<file path="src/rtl/input_debounce.sv">
// Two-flop synchroniser plus per-bit stability counter for board switches and buttons.
// Debounced levels, button-press pulses and a switch-change strobe all come from flops.
module input_debounce #(
  parameter int unsigned SW_W    = 8,
  parameter int unsigned BTN_W   = 5,
  parameter int unsigned CNT_MAX = 50000,
  parameter int unsigned CNT_W   = 16
) (
  input  logic             clk,
  input  logic             rst,
  input  logic [SW_W-1:0]  sw_raw,
  input  logic [BTN_W-1:0] btn_raw,
  output logic [SW_W-1:0]  sw_db,
  output logic [BTN_W-1:0] btn_db,
  output logic [BTN_W-1:0] btn_rise,
  output logic             sw_chg
);

  localparam int unsigned N = SW_W + BTN_W;
  localparam logic [CNT_W-1:0] CntLast = CNT_W'(CNT_MAX - 1);

  // Buttons occupy the upper bits of every per-channel vector.
  logic [N-1:0]     raw;
  logic [N-1:0]     s1_q;
  logic [N-1:0]     s2_q;
  logic [N-1:0]     st_q;
  logic [N-1:0]     st_d;
  logic [BTN_W-1:0] btn_rise_q;
  logic [BTN_W-1:0] btn_rise_d;
  logic             sw_chg_q;
  logic             sw_chg_d;

  assign raw = {btn_raw, sw_raw};

  for (genvar i = 0; i < N; i++) begin : g_chan
    logic [CNT_W-1:0] cnt_q;
    logic [CNT_W-1:0] cnt_d;
    logic             st_nxt;

    // Any agreeing sample clears the count, so only an unbroken run qualifies.
    always_comb begin
      cnt_d  = '0;
      st_nxt = st_q[i];
      if (s2_q[i] != st_q[i]) begin
        if (cnt_q == CntLast) begin
          st_nxt = s2_q[i];
        end else begin
          cnt_d = cnt_q + CNT_W'(1);
        end
      end
    end

    assign st_d[i] = st_nxt;

    always_ff @(posedge clk) begin
      if (rst) begin
        cnt_q <= '0;
      end else begin
        cnt_q <= cnt_d;
      end
    end
  end

  always_comb begin
    btn_rise_d = st_d[N-1:SW_W] & ~st_q[N-1:SW_W];
    sw_chg_d   = |(st_d[SW_W-1:0] ^ st_q[SW_W-1:0]);
  end

  always_ff @(posedge clk) begin
    if (rst) begin
      s1_q       <= '0;
      s2_q       <= '0;
      st_q       <= '0;
      btn_rise_q <= '0;
      sw_chg_q   <= 1'b0;
    end else begin
      s1_q       <= raw;
      s2_q       <= s1_q;
      st_q       <= st_d;
      btn_rise_q <= btn_rise_d;
      sw_chg_q   <= sw_chg_d;
    end
  end

  assign sw_db    = st_q[SW_W-1:0];
  assign btn_db   = st_q[N-1:SW_W];
  assign btn_rise = btn_rise_q;
  assign sw_chg   = sw_chg_q;

endmodule
</file>
<file path="config.mk">
export PLATFORM = sky130hd
export DESIGN_NAME = input_debounce
export DESIGN_NICKNAME = d
export VERILOG_FILES = /design/src/rtl/input_debounce.sv
export SDC_FILE = /design/constraint.sdc
export NUM_CORES = 1
export LEC_CHECK = 0
export CORE_MARGIN = 2
export CORE_UTILIZATION = 55
export DETAILED_ROUTE_END_ITERATION = 10
export PLACE_DENSITY = 0.87
export REMOVE_ABC_BUFFERS = 1
export SLEW_MARGIN = 0
export SYNTH_ARGS = -nofsm -noshare
export SYNTH_HDL_FRONTEND = slang
export SYNTH_SLANG_ARGS = --single-unit
</file>
<file path="constraint.sdc">
create_clock -name clk -period 1.6 [get_ports clk]
set_input_delay 0.24 -clock clk [delete_from_list [all_inputs] [get_ports clk]]
set_output_delay 0.24 -clock clk [all_outputs]
set_load 0.05 [all_outputs]
</file>
# Word level (Yosys, flattened, before mapping)
# Cells that the tools add are included.
dict set report totals {
  regBits 253
  elab_cells 113
  inputBits 15
  out_inout_bits 19
}
dict set report op_classes {
  mux 26
  n_eq_ne 26
  add_sub_neg 13
  bitwise 16
  reduce_logical 14
}
# cell n
set op_table {}
lappend op_table {{adder 16 x 1 -> 16 bit, second input constant} 13}
lappend op_table {{== test 16 bit, second input constant} 13}
lappend op_table {{OR reduction 3 bit} 13}
lappend op_table {{2-to-1 mux 1 bit} 26}
lappend op_table {{inequality test 1 bit} 13}
lappend op_table {{inverter 1 bit} 13}
lappend op_table {{OR reduction 8 bit} 1}
lappend op_table {{bitwise XOR 8 bit} 1}
lappend op_table {{AND 5 bit} 1}
lappend op_table {{inverter 5 bit} 1}

# Logic depth before layout (Yosys ltp)
# Gate-level depths: netlist of run 1.
dict set report depth {
  ltp_word 5
  depth_mapped 8
  depth_no_buf 6
}

# Worst setup path after synthesis of run 1
# No wires, ideal clock.
dict set report synth_timing {
  kind {register to register}
  start {register g_chan[7].cnt_q[4]}
  end {register g_chan[7].cnt_q[14]}
  required_time_ns 1.485
  setup_ns 0.115
  synth_period_minus_slack_ns 1.757
  slack_ns -0.157
  n_path_buf 2
  path_stages_with_launch 7
  arrival_ns 1.642
  path_cell_list {dfxtp_1 > or4b_1 > nor4_2 > or3_1 > buf_4 > buf_4 > nor2_1}
}
dict set report synth_via {
  elab_chain_len 2
  elab_cells_between_ends 3
  classes_between {add/sub: 1; eq/ne: 1; reduce/logical: 1}
}
# item line
set synth_rtl {}
lappend synth_rtl {{from (decl)} 36} ;# logic [CNT_W-1:0] cnt_q;
lappend synth_rtl {{from (signal assigned)} 59} ;# cnt_q <= cnt_d;
lappend synth_rtl {{parallel branches: the longest is 2 deep, another holds adder 16 x 1 -> 16 bit} n/a}
# Several ways; the timed one is not identified.
# A chain may end at the register's enable or synchronous reset.

# Worst setup path after layout of run 1
dict set report layout_timing {
  start {register g_chan[4].cnt_q[4]}
  end {register g_chan[4].cnt_q[7]}
}
dict set report layout_via {
  elab_chain_len 2
  elab_cells_between_ends 3
  classes_between {add/sub: 1; eq/ne: 1; reduce/logical: 1}
}
# item line
set layout_rtl {}
lappend layout_rtl {{from (decl)} 36}
lappend layout_rtl {{from (signal assigned)} 59}
lappend layout_rtl {{parallel branches: the longest is 2 deep, another holds adder 16 x 1 -> 16 bit} n/a}
# Several ways; the timed one is not identified.

==> metrics, run 1 <==
status finished, violations left; failing checks negative setup slack; Post-synth EDFFs 0; GR Util All Layers 23.0%; critical path cell sequence or4_4, nor4_4, buf_4, or3_4, buf_12, a21oi_2; Max Slew Vio Count 0; worst skew pair latency between 0.5 and 0.6 ns; Syn Inst Count 1135; die height 141 um; R2R Setup Slk -0.21 ns; via count just under 9000; R2R cell count 6; DRC Markers 0; WL per Instance about 18 um; final worst slack -0.207 ns; Critical Path End Type register; Hold Vio Cnt, Final 0; clock buffer depth 3; final worst path period share 113%; I/O Pins 34; DPL Wire Length roughly 14 mm; maximum vdd drop between 0.9 and 1 mV; Min Hold Slack 0.120 ns; number of global-route vias before repair ~8400; max-cap violations 0; overall power 13.4 mW; asr flop ratio synth 0%; first-pass GRT wire length 38.6 mm; top_reg_cell synth dfxtp_1; core region area between 0.015 and 0.02 sq mm; CP top delay family simple AND/OR/NAND/NOR gates; Worst R2R End g_chan[4].cnt_q[7]; Buf/Inv on CP 2; DR pass1 iterations 5; Layout Skew ~0.018 ns; number of synthesis warnings 0; Die Area approximately 0.020 sq mm; Netlist cell types 36; critical path startpoint g_chan[4].cnt_q[4]; Crit Path Class register to register; RSZ-0062 raised after global routing true; Port-buffer cells 33; H-tree depth 1; Worst EP arrival about 2.2 ns; Crit-path slowest cell or4_4; number of core rows 50; sequential share of the synthesized area ~49%; Die Wd approximately 140 um; Worst Hold Class input port to register; Max Fanout on Critical Path 8; Pleak around 4.8 nW; antenna cell count 0; Clock Pin Slew Worst Setup and Hold Paths around 0.06 ns; area grow syn2layout 34.7%; final setup vio count 98; min Tclk post-route 1.81 ns; Placed Area ~0.012 sq mm; Starting Density between 50% and 60%; cts bufs inserted 26; Yosys reg bits approximately 250; post-DR vias/cell around 5.7; clock sinks 253; largest net degree at the start of global routing 33; fin area roughly 0.014 sq mm; Mean Syn Cell Area 9.12 sq um; pre-CTS setup slack -0.188 ns; Routed WL 27.6 mm; CTS tree yes; WHS Endpoint s1_q[10]; final net count 1329; Slew HR around 69%; fraction of layout cells with a size suffix above 1 29.2%; CP max stage delay between 0.5 and 0.6 ns; Critical Path RT ~2.0 ns; hold depth 3; Final ANT Viol Nets 0; Post-Syn Area 0.0103 sq mm; initial antenna violation count 0; CTS Root Cell clkbuf_16; power density over cell area between 900 and 1000 mW/mm^2; initial DRC count 623; slew at the pin with the worst max-slew slack 0.463 ns; worst reg2reg path startpoint g_chan[4].cnt_q[4]; final weighted congestion in routability-driven placement about 0.80; type of origin of the critical path register; Hold Startpoint rst; GRT overflow 0; Highest Clock Rate between 500 and 600 MHz
[layer usage]
layer	GRT usage [%]	vias to the layer above	wire length, um
met5	0	-	0
met4	6.89	0	1530
met3	3.84	138	1380
met2	42.8	326	14100
met1	27.1	4251	10600
li1	-	4144	-
[flip-flops by register name, summed over array words and instances (netlist names)]
register      flops
btn_rise          5
s1_q             13
s2_q             13
sw_chg            1
g_chan.cnt_q    208
st_q             13
[logic make-up after synthesis]
| logic type | after synthesis | synth area share, % |
|---|---|---|
| simple gates | 593 | 28.9 |
| flops | 253 | 48.9 |
| xor+xnor | 185 | 15.7 |
| buf+inv | 54 | 2.51 |
| compound gates | 25 | 1.28 |
| fa+ha+maj | 13 | 1.57 |
| mux | 12 | 1.16 |
[timing repair]
action                     4_1_cts  5_1_grt
setup endpoints to repair      168      201
gates cloned                     4        4
buffers inserted                 3        8
gates resized for setup         61      200
hold buffers                     0        0
pin swaps                       35       69
[cell usage in the layout, fill, tap and decap left out, drive strengths merged, types with 36 or more instances in the layout]
master    n
clkbuf   41
dfxtp   253
nor2b    36
xnor2    90
buf     152
nand2    57
and3     37
nor2    242
nand3    82
xor2     95
[metrics by stage]
| stage | TNS [ns] | util [%] | std cells |
|---|---|---|---|
| final | -11.76 | 75.0 | 1554 |
| after global routing | -18.70 | 75.0 | 1554 |
| after CTS | -3.84 | 70.1 | 1543 |
| after detailed placement | -11.07 | 63.1 | 1489 |
| after global placement | -5.79 | 63.1 | 1489 |
| after floorplan | -17.14 | - | 1104 |
[layout make-up]
type,count,area (sq um)
inverters,23,86.3
flip-flops and latches,253,5090
well taps,234,293
fillers,1050,4640
repair buffers,169,1560
clock inverters,10,155
clock buffers,37,813
multi-input cells,828,5940
[synthesized netlist by cell type, drive strengths merged (3+ instances only)]
library cell  count  area (sq um)
nand3            82           410
buf              17           121
nor2b            36           225
xor2             95           832
nor4             12           119
mux2i            12           120
or3              19           119
nand4bb           3          33.8
o21ai            11          55.1
nand2            57           214
ha               13           163
nor4b             4          35.0
a21oi            12          60.1
and4             15           131
dfxtp           253          5060
or4b              5          50.1
nor2            242           908
or4               5          37.5
xnor2            90           788
nor3             28           140
nand4b            7          61.3
inv              23          86.3
and2              5          31.3
nand4            29           181
and3             37           231
clkbuf           14          52.6
[worst max path at each step]
| stage | endpoint | slack (ns) | cells past startpoint |
|---|---|---|---|
| after floorplan | g_chan[7].cnt_q[11] | -0.17 | 4 |
| after global placement | sw_chg | -0.15 | 5 |
| after detailed placement | sw_chg | -0.19 | 5 |
| after CTS | sw_chg | -0.11 | 5 |
| after global routing | g_chan[11].cnt_q[3] | -0.25 | 6 |
| final | g_chan[4].cnt_q[7] | -0.21 | 6 |
[power by group]
| group | total, mW | internal [mW] | switching [mW] |
|---|---|---|---|
| Sequential | 6.36 | 6.34 | 0.0227 |
| Combinational | 0.287 | 0.141 | 0.146 |
| Clock | 6.71 | 4.16 | 2.54 |
[tightest hold or removal path, cell delays in order]
cell and delay, ns:
buf_2 0.14, buf_12 0.16, nor2b_1 0.05
Note: power is estimated with default switching activity, not from simulation.
==> inputs of run 2 (changes only) <==
--- a/config.mk
+++ b/config.mk
@@ -5,10 +5,11 @@
 export SDC_FILE = /design/constraint.sdc
 export NUM_CORES = 1
 export LEC_CHECK = 0
+export ABC_AREA = 0
 export CORE_MARGIN = 2
 export CORE_UTILIZATION = 55
 export DETAILED_ROUTE_END_ITERATION = 10
-export PLACE_DENSITY = 0.87
+export PLACE_DENSITY = 0.76
 export REMOVE_ABC_BUFFERS = 1
 export SLEW_MARGIN = 0
 export SYNTH_ARGS = -nofsm -noshare
==> run 2 against run 1 <==
  * The run still ends with negative setup slack left
  * Core utilization increased by 0.21 points
  * Critical path type unchanged
  * Sequential share of layout area decreased by 0.10 points
  * Register-to-register slack improved by 0.09 ns
  * Sequential power about the same
  * Combinational power decreased by 4%
  * Worst setup slack improved by 0.094 ns
==> metrics, run 2 (same netlist as run 1, synthesis figures left out) <==
max-cap violations 0 (unchanged); largest reg by FF count g_chan.cnt_q (unchanged); power density over cell area 937 mW/mm^2 (was 958 mW/mm^2); Routed WL 24.0 mm (was 27.6 mm); DRC Markers 0 (unchanged); most frequent cells in the layout dfxtp_1 (236), nor2_1 (162), buf_4 (141) (was dfxtp_1 (236), nor2_1 (162), buf_4 (131)); Critical Path RT 2.01 ns (about the same); GR Util All Layers 20.4% (was 23.0%); Layout Skew 0.0111 ns (was 0.0178 ns); largest net degree at the start of global routing 32 (was 33); core region area 0.0186 sq mm (unchanged); CP max stage delay 0.55 ns (was 0.57 ns); overall power 13.1 mW (was 13.4 mW); post-DR vias/cell 5.38 (was 5.70); # placed instances 1504 (was 1489); area grow syn2layout 35.0% (was 34.7%); Worst Hold Class input port to register (unchanged); sequential share of power 48.6% (was 47.6%); Clock power frac 49.3% (was 50.2%); I/O Pins 34 (unchanged); Comb power frac 2.1% (was 2.2%); failing checks negative setup slack (unchanged); RSZ-0062 raised after global routing true (unchanged); cts bufs inserted 27 (was 26); commonest non-fill, non-tap cell in the layout dfxtp_1 (unchanged); fin area 0.0140 sq mm (was 0.0139 sq mm); Critical Path End Type register (unchanged); fraction of layout cells with a size suffix above 1 29.9% (was 29.2%); Starting Density 55.7% (unchanged); final weighted congestion in routability-driven placement 0.835 (was 0.803); CTS tree yes (unchanged); DR pass1 iterations 5 (unchanged); via count 8425 (was 8859); Highest Clock Rate 584 MHz (was 553 MHz); Clock Pin Slew Worst Setup and Hold Paths 0.06 ns (about the same); max reg flops 208 (unchanged); Port-buffer cells 33 (unchanged); type of origin of the critical path register (unchanged); clock sinks 253 (unchanged); initial DRC count 367 (was 623); Slew HR 67.5% (was 68.9%); status finished, violations left (unchanged); final worst path period share 107% (was 113%); filler cell count 1164 (was 1050); slew at the pin with the worst max-slew slack 0.483 ns (was 0.463 ns); GRT overflow 0 (unchanged); Hold Vio Cnt, Final 0 (unchanged); WL per Instance 15.3 um (was 17.8 um); final setup vio count 104 (was 98); Max Slew Vio Count 0 (unchanged); initial antenna violation count 0 (unchanged); Switching Fraction 20.3% (about the same); Die Area 0.0199 sq mm (unchanged); Max Fanout on Critical Path 8 (unchanged); DPL Wire Length 13.1 mm (was 13.8 mm); Worst EP arrival 2.13 ns (was 2.21 ns); maximum vdd drop 0.915 mV (was 0.954 mV); Crit Path Class register to register (unchanged); H-tree depth 1 (unchanged); Min Hold Slack 0.123 ns (was 0.120 ns); non-filler cells, final 1567 (was 1554); final worst slack -0.113 ns (was -0.207 ns); Pleak 4.86 nW (was 4.84 nW); die height 141 um (unchanged); min Tclk post-route 1.71 ns (was 1.81 ns); antenna cell count 0 (unchanged); Final ANT Viol Nets 0 (unchanged); CTS Hold Bufs 0 (unchanged); worst skew pair latency 0.52 ns (was 0.53 ns); Die Wd 141 um (unchanged); Crit-path slowest cell or4b_4 (was or4_4); first-pass GRT wire length 34.8 mm (was 38.6 mm); Internal 10.4 mW (was 10.6 mW); Switching Power 2.66 mW (was 2.71 mW); CTS Root Cell clkbuf_16 (unchanged); final net count 1342 (was 1329); number of global-route vias before repair 7929 (was 8412); clock buffer depth 3 (unchanged); critical path cell sequence or4b_4, nor4_4, or3_4, clkbuf_16, nor2_4 (was or4_4, nor4_4, buf_4, or3_4, buf_12, a21oi_2); number of core rows 50 (unchanged); Placed Area 0.0118 sq mm (was 0.0117 sq mm)
[run 2: worst max-delay path: cells and delay by family, from the launching register on]
| kind | cells | cell delay, ns |
|---|---|---|
| simple gates | 4 | 1.10 |
| buf+inv | 1 | 0.17 |
| flops | 1 | 0.33 |
[run 2: what timing repair did]
action,in CTS,in global routing
setup endpoints to repair,158,213
pin swaps,27,77
buffers inserted,5,3
resized for setup,38,219
cloned,0,7
[run 2: per-layer routing]
metal  global-route usage (%)  share of wire [%]
met5                        0                  0
met4                     5.74                2.5
met3                     2.99                3.1
met2                     37.1                 53
met1                     25.0                 42
[run 2: final timing paths]
path                                     startpoint            endpoint  slack, ns  depth (start not counted)
worst min register to register              s1_q[8]             s2_q[8]       0.43                          1
worst max-delay path            g_chan[7].cnt_q[13]  g_chan[7].cnt_q[7]      -0.11                          5
worst min-delay path                            rst             s1_q[7]       0.12                          3
worst max register to register  g_chan[7].cnt_q[13]  g_chan[7].cnt_q[7]      -0.11                          5
[run 2: power groups by stage]
stage               sequential [mW]  clock [mW]  combinational [mW]
floorplan                      6.49           0              0.0733
global placement               6.50           0               0.201
detailed placement             6.50           0               0.205
CTS                            6.36        6.50               0.215
global route                   6.36        6.77               0.293
finish                         6.36        6.45               0.276
[run 2: through the flow]
step | util, % | TNS [ns] | worst slack (ns)
finish | 75.2 | -6.38 | -0.113
detailed placement | 63.8 | -14.38 | -0.176
global placement | 63.8 | -10.52 | -0.170
global route | 75.2 | -12.32 | -0.167
CTS | 69.9 | -1.50 | -0.0884
floorplan | - | -17.14 | -0.174
[run 2: cell type report]
class                      instances  area [sq um]  area share, %
inverter                          23          86.3          0.618
tap                              234           293           2.09
sequential                       253          5090           36.4
multi-input combinational        828          5940           42.5
clock inverter                     9           129          0.922
timing repair buffer             181          1640           11.7
clock buffer                      39           801           5.73
==> inputs of run 3 (changes only) <==
--- a/config.mk
+++ b/config.mk
@@ -7,9 +7,9 @@
 export LEC_CHECK = 0
 export ABC_AREA = 0
 export CORE_MARGIN = 2
-export CORE_UTILIZATION = 55
+export CORE_UTILIZATION = 25
 export DETAILED_ROUTE_END_ITERATION = 10
-export PLACE_DENSITY = 0.76
+export PLACE_DENSITY = 0.41
 export REMOVE_ABC_BUFFERS = 1
 export SLEW_MARGIN = 0
 export SYNTH_ARGS = -nofsm -noshare
==> run 3 against run 2 <==
  * The flow still finishes with violations (negative setup slack)
  * Clock skew rose by 0.0088 ns
  * Hold slack improved by 0.0028 ns
  * Combinational power barely moved
  * Design area rose by 3.3%
  * Via count fell by 4.8%
  * Largest power group unchanged
  * Count of clock-buffer cells in the layout rose by 1
  * Highest routed layer unchanged
  * Non-clock buffer count rose by 15
  * Core utilization fell by 40 points
  * Wire length fell by 9.6%
  * Critical endpoint is now g_chan[7].cnt_q[4]
==> metrics, run 3 (same netlist as run 1, synthesis figures left out) <==
commonest non-fill, non-tap cell in the layout dfxtp_1 (unchanged); antenna cell count 0 (unchanged); DR pass1 iterations 4 (was 5); Worst Hold Class input port to register (unchanged); end of the critical path g_chan[7].cnt_q[4] (was g_chan[7].cnt_q[7]); number of global-route vias before repair 7663 (was 7929); core region area 0.0408 sq mm (was 0.0186 sq mm); CTS Hold Bufs 0 (unchanged); GR Util All Layers 9.68% (was 20.4%); status finished, violations left (unchanged); final weighted congestion in routability-driven placement 0.731 (was 0.835); first-pass GRT wire length 36.2 mm (was 34.8 mm); post-DR vias/cell 4.25 (was 5.38); Crit-path slowest cell or4b_4 (unchanged); worst skew pair latency 0.56 ns (was 0.52 ns); fraction of layout cells with a size suffix above 1 28.2% (was 29.9%); H-tree depth 1 (unchanged); initial DRC count 271 (was 367); power density over cell area 976 mW/mm^2 (was 937 mW/mm^2); hold depth 3 (unchanged); largest net degree at the start of global routing 32 (unchanged); R2R Setup Slk -0.12 ns (was -0.11 ns); most frequent cells in the layout dfxtp_1 (240), nor2_1 (166), buf_4 (162) (was dfxtp_1 (236), nor2_1 (162), buf_4 (141)); DPL Wire Length 14.1 mm (was 13.1 mm); final net count 1360 (was 1342); Hold Vio Cnt, Final 0 (unchanged); Worst R2R End g_chan[7].cnt_q[4] (was g_chan[7].cnt_q[7]); non-filler cells, final 1886 (was 1567); Starting Density 25.3% (was 55.7%); # placed instances 1818 (was 1504); critical path startpoint g_chan[7].cnt_q[12] (was g_chan[7].cnt_q[13]); Setup Total Neg Slack -6.56 ns (was -6.38 ns); area grow syn2layout 39.5% (was 35.0%); R2R cell count 6 (was 5); die height 207 um (was 141 um); clock buffer depth 3 (unchanged); number of core rows 74 (was 50); maximum vdd drop 0.599 mV (was 0.915 mV); I/O Pins 34 (unchanged); Critical Path RT 2.06 ns (was 2.01 ns); largest reg by FF count g_chan.cnt_q (unchanged); CP max stage delay 0.55 ns (about the same); Port-buffer cells 33 (unchanged); Pleak 4.99 nW (was 4.86 nW); Slew HR 73.2% (was 67.5%); Crit Path Class register to register (unchanged); initial antenna violation count 0 (unchanged); Die Area 0.0430 sq mm (was 0.0199 sq mm); final setup vio count 122 (was 104); max-cap violations 0 (unchanged); final worst slack -0.117 ns (was -0.113 ns); Max Fanout on Critical Path 8 (unchanged); Final ANT Viol Nets 0 (unchanged); DRC Markers 0 (unchanged); min Tclk post-route 1.72 ns (was 1.71 ns); Highest Clock Rate 582 MHz (was 584 MHz); max reg flops 208 (unchanged); Clock Pin Slew Worst Setup and Hold Paths 0.06 ns (about the same); clock sinks 253 (unchanged); GRT overflow 0 (unchanged); critical path cell sequence or4b_4, nor4_4, buf_4, or3_4, clkbuf_16, nor2_1 (was or4b_4, nor4_4, or3_4, clkbuf_16, nor2_4); WL per Instance 11.5 um (was 15.3 um); final worst path period share 107% (about the same); Placed Area 0.0124 sq mm (was 0.0118 sq mm); slew at the pin with the worst max-slew slack 0.396 ns (was 0.483 ns); type of origin of the critical path register (unchanged); Final Util 35.4% (was 75.2%); worst reg2reg path startpoint g_chan[7].cnt_q[12] (was g_chan[7].cnt_q[13]); Critical Path End Type register (unchanged); failing checks negative setup slack (unchanged); Die Wd 207 um (was 141 um); CTS Root Cell clkbuf_16 (unchanged); Layout Skew 0.0199 ns (was 0.0111 ns); Routed WL 21.7 mm (was 24.0 mm); cts bufs inserted 29 (was 27); Worst EP arrival 2.17 ns (was 2.13 ns); CTS tree yes (unchanged); Max Slew Vio Count 0 (unchanged); via count 8021 (was 8425); RSZ-0062 raised after global routing true (unchanged); fin area 0.0144 sq mm (was 0.0140 sq mm)
run 3: layer usage:
layer	global-route usage (%)	vias up	wire length [um]	share of wire [%]
li1	-	4209	-	-
met1	13.3	3698	10900	50
met2	15.0	79	9490	44
met3	2.44	35	809	3.7
met4	2.71	0	561	2.6
met5	0	-	0	0
run 3: how the worst min path moves through the flow:
stage	startpoint	slack, ns	to
after CTS	rst	0.09	s2_q[8]
after detailed placement	s1_q[8]	0.42	s2_q[8]
after global placement	s1_q[8]	0.42	s2_q[8]
after floorplan	rst	0.31	st_q[6]
final	rst	0.13	s2_q[8]
after global routing	rst	0.11	st_q[12]
run 3: critical path, delay by kind of cell (launching register included):
kind	cells	cell delay, ns
and+or+nand+nor	4	0.98
DFF	1	0.32
buffers and inverters	2	0.31
run 3: report_power, final:
| part | total, mW | leakage (nW) | switching, mW | internal [mW] |
|---|---|---|---|---|
| Sequential | 6.36 | 2.05 | 0.0190 | 6.34 |
| Combinational | 0.274 | 2.41 | 0.136 | 0.138 |
| Clock | 7.46 | 0.528 | 2.66 | 4.79 |
| Total | 14.1 | 4.99 | 2.82 | 11.3 |
run 3: cell type report:
cell class / count / area [sq um]
clock buffers: 40 / 807
clock inverters: 13 / 269
fillers: 4176 / 26400
inverters: 23 / 86.3
multi-input cells: 829 / 5790
flip-flops and latches: 253 / 5080
well taps: 532 / 666
repair buffers: 196 / 1740
run 3: timing repair:
item | CTS | global route
resized for setup | 35 | 182
endpoints found under the setup margin | 150 | 201
gates cloned | 1 | 8
pin swaps | 21 | 76
setup buffers | 5 | 2
run 3: through the flow:
stage               setup slack, ns  hold WS [ns]  power (mW)
floorplan                    -0.174         0.309        6.57
global placement             -0.152         0.419        6.71
detailed placement           -0.167         0.422        6.71
CTS                          -0.141        0.0904        14.3
global route                 -0.179         0.110        14.6
finish                       -0.117         0.125        14.1
==> RTL change 1, RTL diff (flow settings as in run 3) <==
`CNT_W`: 16 -> 24.
--- a/src/rtl/input_debounce.sv
+++ b/src/rtl/input_debounce.sv
@@ -4,7 +4,7 @@
   parameter int unsigned SW_W    = 8,
   parameter int unsigned BTN_W   = 5,
   parameter int unsigned CNT_MAX = 50000,
-  parameter int unsigned CNT_W   = 16
+  parameter int unsigned CNT_W   = 24
 ) (
   input  logic             clk,
   input  logic             rst,
Check against the original RTL: same outputs for any inputs over 10 cycles, from zero or initial values and one cycle with rst high; that may be too few to reach the edited logic, so the function may still have changed.
==> RTL change 1 against run 3 <==
  * The run still ends with setup timing left
  * Worst setup slack got worse by 0.20 ns
  * Synthesized area up 46%
  * Design area rose by 63%
  * Routed wire length is 75% higher
  * Critical path depth is the same
  * Sequential cell count grew 104
  * Count of clock-buffer cells in the layout is 34 higher
  * Power grew 41%
==> RTL change 1: results (changes against run 3) <==
metric,value,unit,change
status,"complete, but fails checks",,
violated checks,setup timing,,
setup TNS,-38.31,ns,-31.75 ns
Synth area leaders,"dfxtp_1 (47%), nor2_1 (9.2%), xor2_1 (9.0%), xnor2_1 (8.2%), nand3_1 (3.9%)",,
"Net count, final",2205,,+62%
final hold slack,0.102,ns,-0.0231 ns
synth cell count leaders,"nor2_1 (372), dfxtp_1 (357), xor2_1 (156)",,
pre-CTS setup slack,-0.427,ns,-0.260 ns
peak supply drop,0.000679,V,+13%
CP arrival,2.37,ns,+0.20 ns
CTS Buf Count,46,,+59%
Mapped Avg Cell Area,8.79,µm²,-3.6%
setup slack after layout,-0.318,ns,-0.201 ns
dpl cells,2859,,+57%
worst-path fanout max,12,,+4
vias in the first global route,12700,,+65%
Pleak,8.28,nW,+66%
1st-iter DRT viols,490,,+81%
Layout Cells excl Fill,2994,,+59%
Synth Area in Compound Gates,0.562,%,-0.72 points
xor and xnor fraction of the mapped netlist area,17.2,%,+1.5 points
wire per inst,12.7,µm,+10%
first-pass GRT wire length,60.2,mm,+66%
Synth cell types,39,,+8.3%
adder-cell share of the synthesized area,1.08,%,-0.50 points
H-Tree Level Count,2,,+1
largest net degree at the start of global routing,35,,+9.4%
Final setup viols,271,,+120%
gr usage total,11.4,%,+1.7 points
-- RTL change 1: cell types whose count changed after synthesis, sizes merged, moves of 47 or more --
cell	delta
nor2	+130
dfxtp	+104
xor2	+61
xnor2	+51
nand4	+47
nor4	+47
-- RTL change 1: layer usage --
metal  up-vias  track usage (%)  wire [µm]
met5         -                0          0
met1      6198             15.1      18100
met2       121             18.4      17800
li1       6779                -          -
met3        61             2.53       1260
met4         0             3.49        835
-- RTL change 1: kinds of logic after synthesis --
group / Yosys count
AOI/OAI and AO/OA: 16
DFF: 357
muxes: 9
adders and majority gates: 13
and+or+nand+nor: 937
xor gates and xnor gates: 297
buffers and inverters: 93
-- RTL change 1: final cells by class --
type / count / area (µm²)
tap: 782 / 978
fill: 6026 / 36600
clock buffer: 74 / 1440
timing repair buffer: 463 / 4180
multi-input combinational: 1272 / 9450
sequential: 357 / 7210
inverter: 37 / 139
clock inverter: 9 / 128
-- RTL change 1: path summary, 6_finish.rpt --
kind,from,endpoint,cells past startpoint
worst max-delay path,g_chan[5].cnt_q[7],g_chan[5].cnt_q[11],6
worst min-delay path,rst,s1_q[8],3
worst max register to register,g_chan[5].cnt_q[7],g_chan[5].cnt_q[11],6
worst min register to register,s1_q[9],s2_q[9],1
-- RTL change 1: report_power, final --
part / switching [mW] / internal, mW
Clock: 3.94 / 6.60
Sequential: 0.0234 / 8.93
Combinational: 0.218 / 0.215
Total: 4.18 / 15.7
-- RTL change 1: critical path, delay by kind of cell (launching register included) --
| kind | cells | cell delay [ns] |
|---|---|---|
| AND/OR/NAND/NOR | 5 | 1.35 |
| flip-flops | 1 | 0.31 |
| buffers and inverters | 1 | 0.14 |
-- RTL change 1: stage by stage --
stage,area [µm²],utilization [%]
3_3_place_gp,19100,31.8
3_5_place_dp,19100,31.8
4_1_cts,21600,35.9
6_report,23500,39.1
5_1_grt,23500,39.1
2_1_floorplan,14900,-
-- RTL change 1: what timing repair did --
action / in CTS / in global routing
endpoints found under the setup margin: 328 / 330
cloned: 11 / 20
gates resized for setup: 113 / 421
pin swaps: 76 / 193
buffers inserted: 15 / 19
==> RTL change 2, RTL diff (settings of run 3) <==
Made on the original files. Add an input register stage for `btn_raw`, without a reset; this delays it by one clock. The other inputs are not delayed to match.
--- a/src/rtl/input_debounce.sv
+++ b/src/rtl/input_debounce.sv
@@ -19,6 +19,12 @@
   localparam int unsigned N = SW_W + BTN_W;
   localparam logic [CNT_W-1:0] CntLast = CNT_W'(CNT_MAX - 1);
 
+  logic [BTN_W-1:0] btn_raw_q;
+
+  always_ff @(posedge clk) begin
+    btn_raw_q <= btn_raw;
+  end
+
   // Buttons occupy the upper bits of every per-channel vector.
   logic [N-1:0]     raw;
   logic [N-1:0]     s1_q;
@@ -30,7 +36,7 @@
   logic             sw_chg_q;
   logic             sw_chg_d;
 
-  assign raw = {btn_raw, sw_raw};
+  assign raw = {btn_raw_q, sw_raw};
 
   for (genvar i = 0; i < N; i++) begin : g_chan
     logic [CNT_W-1:0] cnt_q;
Function: same outputs for any inputs over 10 cycles, from zero or initial values and one cycle with rst high; that may be too few to reach the edited logic, so the function may still have changed.
==> RTL change 2 against run 3 <==
  * The flow still finishes with violations (setup timing)
  * Maximum frequency decreased by 2.4%
  * Cell count increased by 3.2%
  * Global-route usage increased by 0.54 points
  * Synthesized cell count rose by 2.6%
  * Non-clock buffer count grew 25
  * Die area is 4.1% higher
  * Routed wire length is 5.8% higher
  * Design area is 4.0% higher
  * Worst setup slack worse by 0.043 ns
  * Power is 0.40% lower
  * Synthesized area up 4.1%
  * Sequential cell count is 5 higher
  * Critical endpoint is now g_chan[7].cnt_q[9]
==> RTL change 2: results (changes against run 3) <==
metric,value,unit,change
status,"complete, but fails checks",,
CP arrival,2.21,ns,+0.04 ns
vias in the first global route,8340,,+8.8%
routed vias,8477,,+5.7%
Final Wtd Congestion,0.717,,-1.9%
Pleak,5.07,nW,+1.6%
setup TNS,-9.87,ns,-3.31 ns
DPL Wire Length,15.3,mm,+8.6%
"Net count, final",1407,,+3.5%
met2 Use GR,16.9,%,+1.9 points
wire per inst,11.8,µm,+2.6%
violated checks,setup timing,,
Synth area leaders,"dfxtp_1 (48%), xnor2_1 (8.0%), nor2_1 (7.5%), xor2_1 (5.8%), nand3_1 (3.2%)",,
gr usage total,10.2,%,+0.54 points
Reg2Reg Depth,5,,-1
share of post-route cells with drive strength above 1,31.8,%,+3.6 points
Worst Hold Depth,1,,-2
pre-CTS setup slack,-0.183,ns,-0.0165 ns
Crit-path slowest cell,or4b_4,,
first-pass GRT wire length,38.8,mm,+7.4%
GR Layer Usage met3,2.03,%,-0.40 points
Sw Share,20.2,%,+0.19 points
Reg-to-Reg End,g_chan[7].cnt_q[9],,
1st-iter DRT viols,284,,+4.8%
Hold Crit Start,btn_raw[0],,
CTS Buf Count,30,,+3.4%
largest net degree at the start of global routing,26,,-19%
worst r2r src,g_chan[7].cnt_q[4],,
peak supply drop,0.000707,V,+18%
Most used DFF post-synth,dfxtp_1,,
setup slack after layout,-0.160,ns,-0.0431 ns
"Buf+Inv Stages, Crit Path",1,,-1
Final setup viols,120,,-1.6%
Fin Clk Skew,0.00624,ns,-0.0137 ns
M1 GR Usage,13.3,%,+0.018 points
WHS Endpoint,btn_raw_q[0],,
"Seq/Total Area, Yosys",47.9,%,-1.0 points
RTL change 2: cell type report:
type | instances | area [µm²] | share of cell area (%)
tap | 546 | 683 | 4.55
clock buffer | 45 | 928 | 6.18
inverter | 30 | 113 | 0.750
sequential | 258 | 5210 | 34.7
multi-input combinational | 838 | 6030 | 40.1
timing repair buffer | 221 | 1910 | 12.7
clock inverter | 8 | 140 | 0.934
RTL change 2: cells by family after synthesis:
family / share of synthesized area (%)
buffers and inverters: 3.12
muxes: 1.11
and+or+nand+nor: 29.5
DFF: 47.9
xor gates and xnor gates: 13.8
AOI/OAI and AO/OA: 3.02
adders and majority gates: 1.51
RTL change 2: what timing repair did:
action / CTS / global route
setup endpoints to repair: 123 / 188
setup buffers: 8 / 6
pin swaps: 45 / 62
cloned: 3 / 1
gates resized for setup: 61 / 183
RTL change 2: per-layer routing:
layer	vias to the layer above	routed length, µm	share of wire, %
met5	-	0	0
met4	0	492	2.1
met3	39	856	3.7
met2	65	10600	46
met1	3923	11000	48
li1	4450	-	-
RTL change 2: power groups by stage:
stage | Sequential (mW) | Clock [mW] | Combinational (mW)
finish | 6.49 | 7.28 | 0.263
global route | 6.49 | 7.89 | 0.290
CTS | 6.49 | 7.62 | 0.236
detailed placement | 6.64 | 0 | 0.211
global placement | 6.63 | 0 | 0.210
floorplan | 6.63 | 0 | 0.0737
RTL change 2: metrics by stage:
step	hold slack, ns	instances	total power, mW	util [%]	instance area [µm²]
3_3_place_gp	0.423	1876	6.85	30.1	12900
3_5_place_dp	0.424	1876	6.85	30.1	12900
6_report	0.129	1946	14.0	35.1	15000
5_1_grt	0.102	1946	14.7	35.1	15000
4_1_cts	0.0919	1940	14.3	33.4	14300
2_1_floorplan	0.268	1126	6.70	-	10600
RTL change 2: worst max path at each step:
stage                    startpoint  slack [ns]             endpoint  cells after the start
4_1_cts         g_chan[11].cnt_q[7]       -0.17             st_q[11]                      4
6_report         g_chan[7].cnt_q[4]       -0.16   g_chan[7].cnt_q[9]                      5
3_3_place_gp   g_chan[11].cnt_q[15]       -0.18          btn_rise[3]                      4
2_1_floorplan    g_chan[6].cnt_q[4]       -0.17  g_chan[6].cnt_q[10]                      4
3_5_place_dp    g_chan[3].cnt_q[13]       -0.18  g_chan[3].cnt_q[15]                      6
5_1_grt         g_chan[11].cnt_q[7]       -0.22  g_chan[11].cnt_q[8]                      4
